`config.mk`:
```
export PLATFORM = sky130hd
export DESIGN_NAME = cp0_access_ctrl
export DESIGN_NICKNAME = d
export VERILOG_FILES = /design/src/rtl/cp0_pkg.sv /design/src/rtl/cp0_access_ctrl.sv
export SDC_FILE = /design/constraint.sdc
export NUM_CORES = 1
export LEC_CHECK = 0
export CORE_ASPECT_RATIO = 1.4
export CORE_MARGIN = 5
export CORE_UTILIZATION = 44
export DETAILED_ROUTE_END_ITERATION = 16
export PLACE_DENSITY = 0.75
export SYNTH_ARGS = -nofsm -noshare
export SYNTH_HDL_FRONTEND = slang
export SYNTH_SLANG_ARGS = --single-unit
```
`constraint.sdc`:
```
create_clock -name clk -period 2.1 [get_ports clk]
set_clock_uncertainty 0.15 [all_clocks]
set_input_delay 0.42 -clock clk [delete_from_list [all_inputs] [get_ports clk]]
set_output_delay 0.42 -clock clk [all_outputs]
set_load 0.01 [all_outputs]
```
`src/rtl/cp0_pkg.sv`:
```
// Shared definitions for the CP0 access sequencer: op codes, CP0 register
// addresses, bit positions and the sequencer state encoding.
package cp0_pkg;

   localparam logic [2:0] OP_NOP  = 3'd0;
   localparam logic [2:0] OP_MFC0 = 3'd1;
   localparam logic [2:0] OP_MTC0 = 3'd2;
   localparam logic [2:0] OP_ERET = 3'd3;
   localparam logic [2:0] OP_EXC  = 3'd4;

   localparam logic [7:0] CP0_STATUS_ADDR = 8'd96;
   localparam logic [7:0] CP0_CAUSE_ADDR  = 8'd104;
   localparam logic [7:0] CP0_EPC_ADDR    = 8'd112;

   localparam int STATUS_EXL   = 1;
   localparam int CAUSE_BD     = 31;
   localparam int CAUSE_EXC_HI = 6;
   localparam int CAUSE_EXC_LO = 2;

   localparam logic [31:0] EXC_VECTOR_DEFAULT = 32'hBFC0_0380;

   typedef enum logic [3:0] {
      ST_IDLE     = 4'd0,
      ST_MFC      = 4'd1,
      ST_MTC      = 4'd2,
      ST_EX_ST    = 4'd3,
      ST_EX_EPC   = 4'd4,
      ST_EX_CAUSE = 4'd5,
      ST_ER_EPC   = 4'd6,
      ST_ER_ST    = 4'd7,
      ST_FIN      = 4'd8
   } cp0_state_e;

endpackage

```
`src/rtl/cp0_access_ctrl.sv`:
```
// MEM-stage initiator for the CP0 register file: turns one MFC0/MTC0/ERET/
// exception request at a time into single-port CP0 accesses plus a response.
module cp0_access_ctrl
   import cp0_pkg::*;
#(
   parameter logic [31:0] EXC_VECTOR  = EXC_VECTOR_DEFAULT,
   parameter logic [7:0]  STATUS_ADDR = CP0_STATUS_ADDR,
   parameter logic [7:0]  CAUSE_ADDR  = CP0_CAUSE_ADDR,
   parameter logic [7:0]  EPC_ADDR    = CP0_EPC_ADDR
) (
   input  logic        clk,
   input  logic        resetn,
   input  logic        req_valid,
   output logic        req_ready,
   input  logic [2:0]  req_op,
   input  logic [7:0]  req_addr,
   input  logic [31:0] req_wdata,
   input  logic [31:0] req_pc,
   input  logic        req_bd,
   input  logic [4:0]  req_exccode,
   output logic        resp_valid,
   output logic [31:0] resp_data,
   output logic        redirect_valid,
   output logic [31:0] redirect_pc,
   output logic        busy,
   output logic        cp0_wen,
   output logic [7:0]  cp0_addr,
   output logic [31:0] cp0_wdata,
   input  logic [31:0] cp0_rdata,
   output logic [3:0]  dbg_state
);

   // Handshake: a request transfers on the clk edge where req_valid && req_ready;
   // req_ready is high only in IDLE, and every req_* field is captured on that edge.

   cp0_state_e  state_q, state_d;
   logic [2:0]  op_q, op_d;
   logic [7:0]  addr_q, addr_d;
   logic [31:0] wdata_q, wdata_d;
   logic [31:0] pc_q, pc_d;
   logic        bd_q, bd_d;
   logic [4:0]  exccode_q, exccode_d;
   logic        old_exl_q, old_exl_d;
   logic [31:0] epc_q, epc_d;
   logic [31:0] resp_data_q, resp_data_d;
   logic [31:0] redirect_pc_q, redirect_pc_d;
   logic        wen_raw;
   logic [31:0] cause_w;

   always_ff @(posedge clk) begin
      if (!resetn) begin
         state_q       <= ST_IDLE;
         op_q          <= OP_NOP;
         addr_q        <= '0;
         wdata_q       <= '0;
         pc_q          <= '0;
         bd_q          <= 1'b0;
         exccode_q     <= '0;
         old_exl_q     <= 1'b0;
         epc_q         <= '0;
         resp_data_q   <= '0;
         redirect_pc_q <= '0;
      end else begin
         state_q       <= state_d;
         op_q          <= op_d;
         addr_q        <= addr_d;
         wdata_q       <= wdata_d;
         pc_q          <= pc_d;
         bd_q          <= bd_d;
         exccode_q     <= exccode_d;
         old_exl_q     <= old_exl_d;
         epc_q         <= epc_d;
         resp_data_q   <= resp_data_d;
         redirect_pc_q <= redirect_pc_d;
      end
   end

   always_comb begin
      state_d       = state_q;
      op_d          = op_q;
      addr_d        = addr_q;
      wdata_d       = wdata_q;
      pc_d          = pc_q;
      bd_d          = bd_q;
      exccode_d     = exccode_q;
      old_exl_d     = old_exl_q;
      epc_d         = epc_q;
      resp_data_d   = resp_data_q;
      redirect_pc_d = redirect_pc_q;
      case (state_q)
         ST_IDLE: begin
            if (req_valid) begin
               op_d      = req_op;
               addr_d    = req_addr;
               wdata_d   = req_wdata;
               pc_d      = req_pc;
               bd_d      = req_bd;
               exccode_d = req_exccode;
               case (req_op)
                  OP_MFC0: state_d = ST_MFC;
                  OP_MTC0: state_d = ST_MTC;
                  OP_ERET: state_d = ST_ER_EPC;
                  OP_EXC:  state_d = ST_EX_ST;
                  default: state_d = ST_IDLE;
               endcase
            end
         end
         ST_MFC: begin
            resp_data_d = cp0_rdata;
            state_d     = ST_FIN;
         end
         ST_MTC:    state_d = ST_FIN;
         ST_EX_ST: begin
            // EXL as it was before this exception decides EPC/BD updates.
            old_exl_d = cp0_rdata[STATUS_EXL];
            state_d   = ST_EX_EPC;
         end
         ST_EX_EPC: state_d = ST_EX_CAUSE;
         ST_EX_CAUSE: begin
            redirect_pc_d = EXC_VECTOR;
            state_d       = ST_FIN;
         end
         ST_ER_EPC: begin
            epc_d   = cp0_rdata;
            state_d = ST_ER_ST;
         end
         ST_ER_ST: begin
            redirect_pc_d = epc_q;
            state_d       = ST_FIN;
         end
         ST_FIN:    state_d = ST_IDLE;
         default:   state_d = ST_IDLE;
      endcase
   end

   always_comb begin
      cause_w = cp0_rdata;
      cause_w[CAUSE_EXC_HI:CAUSE_EXC_LO] = exccode_q;
      if (!old_exl_q) begin
         cause_w[CAUSE_BD] = bd_q;
      end
   end

   always_comb begin
      req_ready      = (state_q == ST_IDLE);
      busy           = (state_q != ST_IDLE);
      resp_valid     = (state_q == ST_FIN) && (op_q == OP_MFC0);
      redirect_valid = (state_q == ST_FIN) && ((op_q == OP_EXC) || (op_q == OP_ERET));
      resp_data      = resp_data_q;
      redirect_pc    = redirect_pc_q;
      dbg_state      = state_q;
      wen_raw        = 1'b0;
      cp0_addr       = '0;
      cp0_wdata      = '0;
      case (state_q)
         ST_MFC: cp0_addr = addr_q;
         ST_MTC: begin
            wen_raw   = 1'b1;
            cp0_addr  = addr_q;
            cp0_wdata = wdata_q;
         end
         ST_EX_ST: begin
            wen_raw   = 1'b1;
            cp0_addr  = STATUS_ADDR;
            cp0_wdata = cp0_rdata | 32'h0000_0002;
         end
         ST_EX_EPC: begin
            wen_raw   = !old_exl_q;
            cp0_addr  = EPC_ADDR;
            cp0_wdata = bd_q ? (pc_q - 32'd4) : pc_q;
         end
         ST_EX_CAUSE: begin
            wen_raw   = 1'b1;
            cp0_addr  = CAUSE_ADDR;
            cp0_wdata = cause_w;
         end
         ST_ER_EPC: cp0_addr = EPC_ADDR;
         ST_ER_ST: begin
            wen_raw   = 1'b1;
            cp0_addr  = STATUS_ADDR;
            cp0_wdata = cp0_rdata & ~32'h0000_0002;
         end
         default: begin
            wen_raw = 1'b0;
         end
      endcase
      // A reset landing mid-sequence must not commit the write of the aborted step.
      cp0_wen = wen_raw & resetn;
   end

endmodule

```
Word-level counts from Yosys, hierarchy flattened
Cells that the tools add are included.

Word-level logic and storage cells: 51. Register bits after elaboration: 182. Input bits: 116. Output and inout bits: 113.

Add/subtract/negate cells: 1. Muxes and demuxes: 9. Eq/ne operators: 16. Bitwise operators: 1. Reduce and logical (&&, ||, !) cells: 13.

Operator list (number): $pmux W32 S5 (1); $pmux W32 S2 (1); $mux W32 (1); $pmux W8 S4 (1); $sub A32 B3 Y32 const B (1); $pmux W4 S5 (1); $eq A4 B3 Y1 const B (4); $pmux W3 S4 (1); $eq A3 B2 Y1 const B (3); $eq A4 B2 Y1 const B (2); $reduce_or A4 Y1 (2); $eq A3 B1 Y1 const B (2); $eq A3 B3 Y1 const B (2); $reduce_or A2 Y1 (3); $eq A4 B1 Y1 const B (1); $eq A4 B4 Y1 const B (1); $logic_not A4 Y1 (1); $mux W4 (1); $reduce_bool A4 Y1 (1); $logic_and A1 B1 Y1 (2); $ne A2 B2 Y1 const B (1); $pmux W1 S2 (1); $reduce_and A2 Y1 (1); $reduce_bool A2 Y1 (1); other kinds (4) (4).

Depth between registers and ports, before layout
Word-level depth: 4. Gate-level depth with buffers: 9.

Worst setup path before layout
No wires, ideal clock.

Kind: register to output. Start: register state_q[3], in the netlist dbg_state[3]. End: output port cp0_wdata[11]. Required time: 1.530 ns. Slack: -0.147 ns. Stages on the path, launching flop included: 7. Arrival time: 1.677 ns. Cells stage by stage: dfxtp_1 clkbuf_1 nand2b_1 nor3_1 clkbuf_1 a22oi_1 o21ai_0.

Cells in the longest elaborated chain, start to end: 2. Elaborated cells on any way between the ends: 6. Those cells by class: eq/ne: 5; mux: 1.

Ends and longest elaborated chain: start: declaration (line cp0_access_ctrl.sv:36) `cp0_state_e state_q, state_d;`; start signal: assignment (line cp0_access_ctrl.sv:64) `state_q <= state_d;`; $eq A4 B3 Y1 or $eq A4 B2 Y1 (tied branches) (line cp0_access_ctrl.sv:155) `case (state_q)`; $pmux W32 S5 * (line cp0_access_ctrl.sv:155); end: declaration (line cp0_access_ctrl.sv:28) `output logic [31:0] cp0_wdata,`.

Mark *: on every way between the ends. The rest lies on a longest branch, timed or not.

Worst setup path in the final report
Start: register pc_q[14]. End: output port cp0_wdata[30].

Cells in the longest elaborated chain, start to end: 3.

Ends and longest elaborated chain: start: declaration (line cp0_access_ctrl.sv:40) `logic [31:0] pc_q, pc_d;`; start signal: assignment (line cp0_access_ctrl.sv:68) `pc_q <= pc_d;`; $sub A32 B3 Y32 (line cp0_access_ctrl.sv:170) `cp0_wdata = bd_q ? (pc_q - 32'd4) : pc_q;`; $mux W32 (line cp0_access_ctrl.sv:170); $pmux W32 S5 (line cp0_access_ctrl.sv:155).

Every way passes these cells.

==> flow_summary.yaml <==
clock_network:
  clk_pin_slew_ns: 0.07
  clk_latency_ns: 0.43
  clockBufferDepth: 2
  cts_sinks: 182
  cts_tree: "done"
  h-tree-depth: 4
  numCtsBuffers: 17
  clockRootBuffer: "clkbuf_16"
cells_and_area:
  fin_util: 0.7012
  stdcell_count: 1592
  final_common_cell: "nand2_1"
  final_layout_size_suffix_gt1_frac: 0.2413
  layout_common_cells: "nand2_1 (320), clkdlybuf4s50_1 (179), dfxtp_1 (169)"
  fin_nets: 1451
  area_growth_pct: 57.56
die:
  core_um2: 18460
  rows: 59
  die_height_um: 171.7
  initial_core_util: 0.4450
  die_w_um: 125.5
  pin_count: 229
  dieArea_um2: 21540
place:
  dpl.cell_count: 1520
  gp_congestion: 0.9141
  portBuffers: 228
  post-dp-hpwl_um: 18830
  dp_slack_ns: -0.6696
worst_setup_path:
  reg2reg_to: "wdata_q[29]"
  startpoint: "pc_q[14]"
  path_max_fanout: 7
  cp.required_ns: 1.53
  crit_type: "flop to output port"
  rr_worst_depth: 13
  cp-start-kind: "flop"
  crit_arrival_ns: 2.20
  r2r_setup_slack_ns: -0.10
  critPathCapture: "cp0_wdata[30]"
  crit_path_end_kind: "output port"
  rr_startpoint: "dbg_state[2]"
global_route:
  use_met2: 0.4201
  grt_pass1_wl_um: 41880
  grt_pass1_vias: 8060
  antenna_found_initial: 1
  busiest_layer: "met2"
  grt_max_degree: 151
  grtUsageMet3: 0.04629
  use_met1: 0.2945
  track_usage: 0.2414
  overflow: 0
min_path:
  hold_path.class: "flop to flop"
  min_from: "epc_q[7]"
detailed_routing:
  routedWlPerCell_um: 17.68
  num_vias: 8356
  drt_pass1_iterations: 5
  drtIter0Drc: 602
  via_per_inst: 5.249
  final_antenna_net_count: 0
  drt_wl_total_um: 28150
  drcViolationCount: 0
synth:
  seq_area_frac_synth: 0.4436
  synth_nets: 1119
  ys_ff_latch: 182
  avgSynthCellArea_um2: 8.196
  synth_edf_count: 0
  yosys_most_used_dff: "dfxtp_1"
  netlist_instances: 1002
  synth-async-reset-ratio: 0
  synth_cell_types: 49
  synth.cell_area_um2: 8213
  yosysWarnings: 0
status:
  failed_checks: "setup timing"
  outcome: "finished with violations"
pwr:
  ir_drop_mv: 0.5821
  leakage_uw: 0.004985
  powerDensity_nw_per_um2: 691.8
timing:
  timing.final.crit_period_ns: 2.773
  hold_violations: 0
  fmax_ghz: 0.3606
  slew_headroom: 0.6380
  rsz0062_at_grt: "yes"
  final.period_utilization: 1.321
  worst_slack_ns: -0.6733
  final_max_slew_viol_count: 0
  worst_pin_slew_ns: 0.5430
  finalSetupViolCount: 43
flow_run:
  cap_violations: 0
## kinds of logic (layout without fill, tap and decap cells)
group,after synthesis,count (layout),share of synthesized area
and+or+nand+nor,448,448,0.2488
xor gates and xnor gates,31,31,0.03306
other,0,1,0
DFF,182,182,0.4436
adders and majority gates,3,3,0.003961
muxes,3,3,0.003961
AOI/OAI and AO/OA,253,253,0.2261
buffers and inverters,82,427,0.04052
## stage by stage
| stage | hold WS (ns) | instance area, µm² | total power, µW | setup TNS (ns) |
|---|---|---|---|---|
| after CTS | 0.3052 | 12550 | 8789 | -17.20 |
| after global placement | 0.2851 | 11570 | 5476 | -15.96 |
| after detailed placement | 0.2930 | 11570 | 5508 | -16.89 |
| after floorplan | 0.2798 | 8260 | 4604 | -0.2627 |
| after global routing | 0.3215 | 12940 | 9310 | -22.02 |
| final | 0.3032 | 12940 | 8952 | -18.15 |
## state kept, by name, summed over array words and instances, names as in the netlist
register / count
addr_q: 8
pc_q: 32
exccode_q: 5
epc_q: 32
wdata_q: 32
dbg_state: 4
op_q: 3
bd_q: 1
old_exl_q: 1
resp_data: 32
redirect_pc: 32
## cells in the mapped netlist, drive strengths merged, types with 2 or more instances
cell	n	area [µm²]
nand3b	14	105.1
a21boi	165	1239
inv	4	15.01
nor4bb	2	20.02
nor4b	4	56.30
o32a	2	20.02
xnor2	26	227.7
maj3	2	20.02
dfxtp	182	3643
nor2b	10	62.56
a222oi	3	30.03
clkbuf	57	214.0
nor2	26	97.59
a22oi	25	187.7
o211a	12	120.1
xor2	5	43.79
o21ai	34	177.7
nor3	11	60.06
mux2	2	22.52
nand2	326	1224
a221o	2	20.02
a21oi	6	30.03
nand4	3	48.80
and2	5	31.28
buf	21	103.9
nand3	21	105.1
nor4	12	133.9
nand2b	6	37.54
or4	2	22.52
or3	3	18.77
## power by group
part	internal, µW	switching, µW
sequential	3630	123
combinational	1050	1020
clock	1610	1520
## metal layers
| layer | vias to the layer above | routed length (µm) |
|---|---|---|
| met5 | - | 0 |
| met4 | 0 | 1081 |
| met3 | 73 | 1644 |
| met2 | 291 | 14240 |
| met1 | 3951 | 11190 |
| li1 | 4041 | - |
## layout make-up
class | instances | area (µm²)
multi-input combinational | 738 | 4672
antenna | 1 | 2.502
timing repair buffer | 391 | 3692
inverter | 4 | 17.52
fill | 1481 | 5515
sequential | 182 | 3670
clock buffer | 18 | 439.2
tap | 244 | 305.3
clock inverter | 14 | 141.4
## worst max-delay path, stage by stage, from the launching register on
cell and delay, ns:
dfxtp_2 0.35, or4_4 0.64, nor4_4 0.32, xnor2_1 0.12
o21ai_1 0.18, buf_2 0.16
## worst min-delay path by stage
stage	slack (ns)	to	cells after the start
global route	0.32	epc_q[9]	2
floorplan	0.28	epc_q[7]	2
finish	0.30	epc_q[7]	2
detailed placement	0.29	epc_q[8]	2
global placement	0.29	epc_q[7]	2
CTS	0.31	epc_q[9]	2
## timing repair
action / in CTS / in global routing
resized for setup: 295 / 65
setup buffers: 17 / 19
hold buffers: 0 / 0
pin swaps: 38 / 33
cloned: 3 / 5
setup endpoints to repair: 91 / 57
(Power assumes the default switching activity.)
==> RTL change: new RTL, config.mk and constraints unchanged <==
Take the reset off `addr_q`, `wdata_q`, `pc_q` and `resp_data_q` and load them in a clocked block of their own.
--- a/src/rtl/cp0_access_ctrl.sv
+++ b/src/rtl/cp0_access_ctrl.sv
@@ -52,26 +52,25 @@
          state_q       <= ST_IDLE;
          op_q          <= OP_NOP;
-         addr_q        <= '0;
-         wdata_q       <= '0;
-         pc_q          <= '0;
          bd_q          <= 1'b0;
          exccode_q     <= '0;
          old_exl_q     <= 1'b0;
          epc_q         <= '0;
-         resp_data_q   <= '0;
          redirect_pc_q <= '0;
       end else begin
          state_q       <= state_d;
          op_q          <= op_d;
-         addr_q        <= addr_d;
-         wdata_q       <= wdata_d;
-         pc_q          <= pc_d;
          bd_q          <= bd_d;
          exccode_q     <= exccode_d;
          old_exl_q     <= old_exl_d;
          epc_q         <= epc_d;
-         resp_data_q   <= resp_data_d;
          redirect_pc_q <= redirect_pc_d;
       end
+   end
+
+   always_ff @(posedge clk) begin
+      addr_q      <= addr_d;
+      wdata_q     <= wdata_d;
+      pc_q        <= pc_d;
+      resp_data_q <= resp_data_d;
    end
 
Behaviour: differs if resetn is asserted again (counterexample within 4 cycles, from zero or initial values and one cycle with resetn low); with resetn held inactive, the same outputs for 4 cycles.
==> RTL change against the original RTL <==
- the flow still finishes with violations (setup timing)
- synthesized area is 8.9% lower
- wire length down 5.0%
- setup slack lost 550 ps
- sequential cell count unchanged
- total power down 1.7%
- critical path depth rose by 2
- final area is 1.5% lower
- via count down 18%
- highest routed layer unchanged
==> RTL change: results (changes against the original RTL) <==
Critical path:
- Grouping stages by cell kind, the critical path spends the most delay in simple AND/OR/NAND/NOR gates.
- The critical path arrival is 2760 ps (+560 ps).
- On the critical path, the stage with the largest delay is an instance of sky130_fd_sc_hd__or4_4.
- The worst-path maximum fanout came to 5 (-2).
- The maximum single-stage delay on the critical path is 560 ps (-80 ps).

Global routing:
- The via count of the first global-routing pass is 6717 (-17%).
- The overall fraction of global-route tracks in use is 0.2488 (+0.007414).
- The wire length of the first global-routing pass is 37450 um (-11%).
- The maximum number of pins on one net before global-route repair is 45 (-70%).
- The number of antenna violations at the first check in global routing is 1 (unchanged).

Hold path:
- The tightest min-delay check is of the reg2reg type.

STA:
- The minimum setup slack in the final design was -1225 ps (-551.8 ps).
- The pin slew with the least headroom to its limit is 438.8 ps (-104.2 ps).
- The total of endpoints with negative setup slack in the final report is 45 (+4.7%).

Synth:
- Ranked by total cell area, the synthesized netlist is headed by sky130_fd_sc_hd__edfxtp_1 (42%), sky130_fd_sc_hd__dfxtp_1 (21%), sky130_fd_sc_hd__a21boi_0 (6.1%).
- The sequential cell area fraction in the yosys report is 0.6261 (+0.1825).
- The total number of yosys warnings came to 0 (unchanged).
- The async set-reset flop share out of synthesis is 0 (unchanged).
- After synthesis, the most frequently instantiated cells are sky130_fd_sc_hd__nand2_1 (116), sky130_fd_sc_hd__edfxtp_1 (104), sky130_fd_sc_hd__dfxtp_1 (78).
- The distinct cell type count of the synthesized netlist is 51 (+4.1%).
- The number of synthesized flops with an enable pin is 104 (+104).
- The net count after synthesis is 771 (-31%).
- The most common flop cell mapped by yosys is sky130_fd_sc_hd__edfxtp_1.

Clock network:
- The clock latency on the worst-skew pair was 430 ps (about the same).
- The post-CTS clock slew at the launch and capture registers of the worst setup and hold paths is 70 ps (about the same).
- The number of clock buffers inserted by TritonCTS came to 17 (unchanged).
- The cell at the root of the clock tree is sky130_fd_sc_hd__clkbuf_16.
- The number of buffers on the longest clock path is 2 (unchanged).
- The number of levels in the clock H-tree is 4 (unchanged).

Placed design:
- The number of I/O port buffers is 228 (unchanged).
- The routability congestion estimate is 0.8924 (-2.4%).
- The detailed placer's ending HPWL is 16770 um (-11%).
- The post-detailed-placement cell area is 10990 um2 (-5.1%).
- The worst setup slack before clock tree synthesis is -1088 ps (-418.3 ps).

Detailed routing:
- After detailed routing, no signal wire sits above met4.
- The sum of routed wire segments on met1 came to 9829 um (-12%).
- The average via count per standard cell is 5.436 (+3.6%).
- The detailed route wirelength on metal3 is 1364 um (-17%).
- The sum of met2 wire segment lengths after detailed routing came to 14320 um (+0.55%).
- The detailed-router iteration count before antenna repair is 5 (unchanged).
- The final routed wirelength across all metal layers is 26740 um (-5.0%).
- The starting DRC count in detailed routing is 534 (-11%).

Outcome:
- The final reports fail on setup timing.
- The run finished, with violations left.

Layout:
- The number of fill cells in the layout came to 1007 (-32%).
- The number of nets in the layout is 1167 (-20%).
- The share of post-route cells with drive strength above 1 is 0.3537 (+0.1124).

Pwr:
- The worst supply voltage drop on vdd is 675.8 uV (+16%).
- The static leakage power is 0.004979 uW (-0.13%).
-- RTL change: cell types whose count changed in the layout (fill, tap and decap cells not counted), sizes merged, moves of 29 or more --
cell / delta
nand2: -208
a21boi: -104
dfxtp: -104
edfxtp: +104
buf: +29
-- RTL change: power by group --
group | internal [uW] | total [uW] | switching [uW]
registers | 4010 | 4110 | 98.4
clock network | 1580 | 3010 | 1430
logic | 893 | 1680 | 787
-- RTL change: worst paths after layout --
kind | startpoint | endpoint | slack, ps | cells past startpoint
worst max-delay path | pc_q[21] | cp0_wdata[27] | -1230 | 7
worst min-delay path | epc_q[8] | epc_q[8] | 310 | 2
worst max register to register | dbg_state[2] | op_q[2] | 60 | 13
worst min register to register | epc_q[8] | epc_q[8] | 310 | 2
-- RTL change: kinds of logic after synthesis --
| group | count (synthesis) | share of synthesized area |
|---|---|---|
| buffers and inverters | 47 | 0.02475 |
| multiplexers | 4 | 0.005686 |
| adder cells (fa/ha/maj) | 3 | 0.004348 |
| XOR/XNOR | 30 | 0.03512 |
| flip-flops | 182 | 0.6261 |
| AO/OA/AOI/OAI | 151 | 0.1443 |
| AND/OR/NAND/NOR | 237 | 0.1597 |
-- RTL change: final cells by class --
cell class,count,area (um2),share of cell area
diodes,2,5.005,0.0003926
repair inverters,1,8.758,0.0006871
inverters,7,41.29,0.003239
repair buffers,415,3910,0.3067
multi-input cells,426,3268,0.2564
clock buffers,18,439.2,0.03445
well taps,203,254.0,0.01993
clock inverters,14,121.4,0.009521
flip-flops and latches,182,4700,0.3687
-- RTL change: what timing repair did --
| action | 4_1_cts | 5_1_grt |
|---|---|---|
| cloned | 3 | 3 |
| pin swaps | 53 | 59 |
| buffers inserted | 31 | 43 |
| resized for setup | 329 | 73 |
| setup endpoints to repair | 53 | 48 |
-- RTL change: tightest hold or removal path, stage by stage (launching register included) --
cell and delay, ps:
sky130_fd_sc_hd__dfxtp_1 310, sky130_fd_sc_hd__nand2_1 40, sky130_fd_sc_hd__a21boi_0 60
-- RTL change: per-layer routing --
metal  up-vias  global-route usage
li1       3173                   -
met3        70             0.03824
met4         0              0.1247
met5         -                   0
met2       316              0.4446
met1      3334              0.2895
-- RTL change: through the flow --
stage / util / cells / setup TNS, ps / hold WS (ps)
after floorplan: - / 654 / -7168 / 288.2
after global placement: 0.6560 / 1163 / -22820 / 294.2
after detailed placement: 0.6560 / 1163 / -23380 / 302.7
after CTS: 0.7246 / 1227 / -23080 / 311.8
after global routing: 0.7611 / 1267 / -29100 / 330.8
final: 0.7612 / 1268 / -25440 / 309.3
